==> src/rtl/led_pattern_seq.sv <==
// LED pattern sequencer: rotate / bounce / blink / fill bar with prescaled step strobe.
// Optional PWM brightness gating is enabled by defining LED_PWM_DIM_EN.
module led_pattern_seq #(
  parameter int N_LED      = 4,
  parameter int CLK_HZ     = 50000000,
  parameter int STEP_HZ    = 1,
  parameter int ACTIVE_LOW = 1
) (
  input  logic             clk,
  input  logic             rst,
  input  logic             en,
  input  logic [1:0]       mode,
  input  logic             dir,
  input  logic [1:0]       speed,
`ifdef LED_PWM_DIM_EN
  input  logic [3:0]       bright,
`endif
  output logic [N_LED-1:0] led,
  output logic             step_tick
);

  localparam int TICK_DIV = CLK_HZ / STEP_HZ;
  localparam int CW       = $clog2(TICK_DIV);

  localparam logic [CW:0]      LIMIT_BASE = (CW+1)'(TICK_DIV);
  localparam logic [N_LED-1:0] LSB_ONLY   = {{(N_LED-1){1'b0}}, 1'b1};
  localparam logic [N_LED-1:0] MSB_ONLY   = {1'b1, {(N_LED-1){1'b0}}};

  typedef enum logic [1:0] {
    MODE_ROTATE = 2'd0,
    MODE_BOUNCE = 2'd1,
    MODE_BLINK  = 2'd2,
    MODE_FILL   = 2'd3
  } mode_e;

  mode_e            mode_q, mode_d;
  logic [CW-1:0]    cnt_q, cnt_d;
  logic [N_LED-1:0] pattern_q, pattern_d;
  logic             bounce_up_q, bounce_up_d;
  logic             step_tick_q, step_tick_d;
  logic [CW:0]      limit;
  mode_e            mode_in;

  assign limit   = LIMIT_BASE >> speed;
  assign mode_in = mode_e'(mode);

  always_comb begin
    mode_d      = mode_q;
    cnt_d       = cnt_q;
    pattern_d   = pattern_q;
    bounce_up_d = bounce_up_q;
    step_tick_d = 1'b0;

    // A mode change wins over any tick due on the same edge and restarts the prescaler.
    if (mode_in != mode_q) begin
      mode_d = mode_in;
      cnt_d  = '0;
      unique case (mode_in)
        MODE_ROTATE: pattern_d = dir ? MSB_ONLY : LSB_ONLY;
        MODE_BOUNCE: begin
          pattern_d   = LSB_ONLY;
          bounce_up_d = 1'b1;
        end
        MODE_BLINK:  pattern_d = '1;
        MODE_FILL:   pattern_d = '0;
      endcase
    end else if (en) begin
      if ({1'b0, cnt_q} >= limit - (CW+1)'(1)) begin
        cnt_d       = '0;
        step_tick_d = 1'b1;
        unique case (mode_q)
          MODE_ROTATE: begin
            if (dir) pattern_d = {pattern_q[0], pattern_q[N_LED-1:1]};
            else     pattern_d = {pattern_q[N_LED-2:0], pattern_q[N_LED-1]};
          end
          MODE_BOUNCE: begin
            // Reverse on the step that leaves an end, so each end is lit once.
            if (bounce_up_q) begin
              if (pattern_q[N_LED-1]) begin
                bounce_up_d = 1'b0;
                pattern_d   = {1'b0, pattern_q[N_LED-1:1]};
              end else begin
                pattern_d   = {pattern_q[N_LED-2:0], 1'b0};
              end
            end else begin
              if (pattern_q[0]) begin
                bounce_up_d = 1'b1;
                pattern_d   = {pattern_q[N_LED-2:0], 1'b0};
              end else begin
                pattern_d   = {1'b0, pattern_q[N_LED-1:1]};
              end
            end
          end
          MODE_BLINK: pattern_d = ~pattern_q;
          MODE_FILL:  pattern_d = (&pattern_q) ? '0 : {pattern_q[N_LED-2:0], 1'b1};
        endcase
      end else begin
        cnt_d = cnt_q + CW'(1);
      end
    end
  end

  always_ff @(posedge clk or posedge rst) begin
    if (rst) begin
      mode_q      <= MODE_ROTATE;
      cnt_q       <= '0;
      pattern_q   <= LSB_ONLY;
      bounce_up_q <= 1'b1;
      step_tick_q <= 1'b0;
    end else begin
      mode_q      <= mode_d;
      cnt_q       <= cnt_d;
      pattern_q   <= pattern_d;
      bounce_up_q <= bounce_up_d;
      step_tick_q <= step_tick_d;
    end
  end

  logic [N_LED-1:0] lit;

`ifdef LED_PWM_DIM_EN
  logic [3:0] pwm_q, pwm_d;

  always_comb begin
    pwm_d = pwm_q + 4'd1;
  end

  always_ff @(posedge clk or posedge rst) begin
    if (rst) pwm_q <= '0;
    else     pwm_q <= pwm_d;
  end

  assign lit = pattern_q & {N_LED{pwm_q < bright}};
`else
  assign lit = pattern_q;
`endif

  assign led       = (ACTIVE_LOW != 0) ? ~lit : lit;
  assign step_tick = step_tick_q;

endmodule

==> config.mk <==
export PLATFORM = sky130hd
export DESIGN_NAME = led_pattern_seq
export DESIGN_NICKNAME = d
export VERILOG_FILES = /design/src/rtl/led_pattern_seq.sv
export SDC_FILE = /design/constraint.sdc
export NUM_CORES = 1
export LEC_CHECK = 0
export ABC_AREA = 0
export CAP_MARGIN = 5
export CORE_UTILIZATION = 55
export DETAILED_ROUTE_END_ITERATION = 8
export GPL_TIMING_DRIVEN = 1
export PLACE_DENSITY = 0.74
export SETUP_SLACK_MARGIN = 0.3
export SYNTH_ARGS = -nofsm -noshare
export SYNTH_HDL_FRONTEND = slang
export SYNTH_SLANG_ARGS = --single-unit
==> constraint.sdc <==
create_clock -name clk -period 2.65 [get_ports clk]
set_clock_uncertainty 0.1 [all_clocks]
set_input_delay 0.265 -clock clk [delete_from_list [all_inputs] [get_ports clk]]
set_output_delay 0.265 -clock clk [all_outputs]
set_load 0.005 [all_outputs]
==> reports/metrics.yaml <==
numPortBuffers: 12
p_leak_uw: 0.001651
r2r_end: "cnt_q[8]$_DFFE_PP0P_"
numCtsBuffers: 5
cp-end-kind: "flop"
crit_type: "flop to flop"
yosysUniqueCellTypes: 53
power_density_nw_per_um2: 374.6
grt_usage_pct: 27.07
drv_slew: 0
hold_violations: 0
dieHeight_um: 71.12
first_pass_iters: 4
cts_hold_buf: 0
cts_max_level: 2
dp_hpwl_um: 4358
wirelength_um: 7320
gp_congestion: 0.8739
clk_latency_ps: 290
power.total_uw: 1332
switchingPower_uw: 376.3
vias: 2455
layout_min_cycle_time_ps: 2427
critPathMaxFanout: 6
fin_nets: 390
sequentialPowerShare_pct: 43.0
cp.required_ps: 2720
clockBufferDepth: 2
grt_overflow_total: 0
netlist_instances: 296
critPathLaunchType: "flop"
critical-path-top-delay-family: "compound AO/OA/AOI/OAI gates"
antenna_found_initial: 0
swShare_pct: 28.25
maxCapViolCount: 0
start_util_pct: 58.72
p_clk_share_pct: 35.5
arrival_ps: 2490
post_drt_via_cell_ratio: 5.988
synth-seq-cells: 34
rows: 24
grt_max_degree: 35
comb_power_share_pct: 21.4
antenna_left: 0
intPower_uw: 955.6
clock-root-buffer: "clkbuf_8"
rsz0062_at_grt: "true"
mostFrequentLayoutCells: "buf_4, nor2_1, dfrtp_1"
r2r_start: "cnt_q[14]$_DFFE_PP0P_"
io_pins: 13
drtIter0Drc: 280
r2r_slack_ps: 220
die_area_um2: 5058
cts_tree: "done"
ys_warn_count: 0
setup-violations-final: 0
crit_chain: "ha_4, nand4_1, nor4_4, a211oi_2, o211ai_2, buf_12, nor3_4, buf_4, a221o_1"
path_clk_slew_ps: 70
avgSynthCellArea_um2: 8.877
max_stage_delay_ps: 440
numClockSinks: 34
die_w_um: 71.12
crit_buf_inv: 2
drive_above_1_share_pct: 32.40
crit_slowest_cell: "dfrtp_1"
grt_pass1_vias: 2266
fin_crit_sh_pct: 91.59
synth-edff-count: 0
yosys_most_used_dff: "dfrtp_1"
r2r_cells: 9
synth_area_um2: 2628
synthToLayoutAreaGrowth_pct: 35.33
async_reset_ff_share_pct: 100.0
min_path_type: "primary input to async pin"
max_clock_freq_ghz: 0.4120
yosysSeqAreaShare_pct: 32.48
core-area_um2: 4474
status: "completed"
grt_pass1_wl_um: 10760
whs_ps: 277.2
final_common_cell: "buf_4"
antennaDiodeCount: 0
ir_drop_mv: 0.3679
routedWlPerCell_um: 17.85
drc_errors: 0
## metal layers
metal	track usage (%)	routed length [um]	part of all wire (%)	vias to the layer above
met2	41.88	3537	48	82
li1	-	-	-	1181
met5	0	0	0	-
met3	3.561	312	4.3	20
met1	39.22	3271	45	1172
met4	9.111	199	2.7	0
## power groups by stage
stage                     clock network (uW)  logic (uW)  registers [uW]
after CTS                                483         259             572
after detailed placement                   0         240             583
after global routing                     504         312             578
final                                    473         285             573
after floorplan                            0         173             559
after global placement                     0         238             583
## cell families (layout without fill, tap and decap cells)
logic type	Yosys count	count (layout)	synth area share, %
AO/OA/AOI/OAI	61	61	17.95
flip-flops	34	34	32.48
other	1	2	0.1427
multiplexers	5	5	2.000
XOR/XNOR	21	21	7.571
adder cells (fa/ha/maj)	25	25	11.90
AND/OR/NAND/NOR	116	116	21.76
buffers and inverters	33	94	6.190
## state kept, by name, summed over array words and instances, names as in the netlist
name,flops
bounce_up_q,1
cnt_q,26
lit,4
mode_q,2
step_tick,1
## tightest hold or removal path, stage by stage
cell	delay (ps)
clkdlybuf4s50_1	390
inv_1	50
buf_4	390
## cell type report
class,count,area [um2]
Clock buffer,5,68.82
Clock inverter,3,40.04
Fill cell,275,918.4
Inverter,20,75.07
Multi-Input combinational cell,230,1903
Sequential cell,34,860.8
Tap cell,52,65.06
Timing Repair Buffer,66,543.0
## per-stage QoR
step	cell area, um2	setup slack [ps]	TNS [ps]	cells	util, %
floorplan	2678	292.1	0	297	-
global placement	3013	-335.4	-8900	378	67.34
detailed placement	3013	-396.2	-10640	378	67.34
finish	3556	223.0	0	410	79.47
global route	3556	158.4	0	410	79.47
CTS	3289	285.9	0	397	73.52
## worst max-delay path by stage
| stage | startpoint | to | slack (ps) | depth (start not counted) |
|---|---|---|---|---|
| 6_report | cnt_q[14]$_DFFE_PP0P_ | cnt_q[8]$_DFFE_PP0P_ | 220 | 9 |
| 5_1_grt | cnt_q[14]$_DFFE_PP0P_ | cnt_q[5]$_DFFE_PP0P_ | 160 | 9 |
| 4_1_cts | cnt_q[13]$_DFFE_PP0P_ | cnt_q[8]$_DFFE_PP0P_ | 290 | 8 |
| 3_5_place_dp | speed[0] | cnt_q[5]$_DFFE_PP0P_ | -400 | 13 |
| 3_3_place_gp | speed[1] | cnt_q[5]$_DFFE_PP0P_ | -340 | 13 |
| 2_1_floorplan | speed[0] | lit[1]$_DFFE_PP0P_ | 290 | 10 |
## Yosys cell counts (all sizes together), types with 7 or more instances
library cell,instances,area share (%)
a21oi,12,2.3
clkbuf,7,1.0
nand4,9,2.1
ha,25,12
nand3,13,2.5
and3,10,2.4
nor2,41,6.0
xnor2,17,6.2
inv,20,2.9
dfrtp,32,30
nor3,8,2.0
nand2,22,3.1
## repair_timing
action,in CTS,in global routing
endpoints found under the setup margin,32,31
pin swaps,11,20
resized for setup,26,25
buffers inserted,11,13
cloned,0,0
No activity file was read; power rests on OpenSTA's default activity.
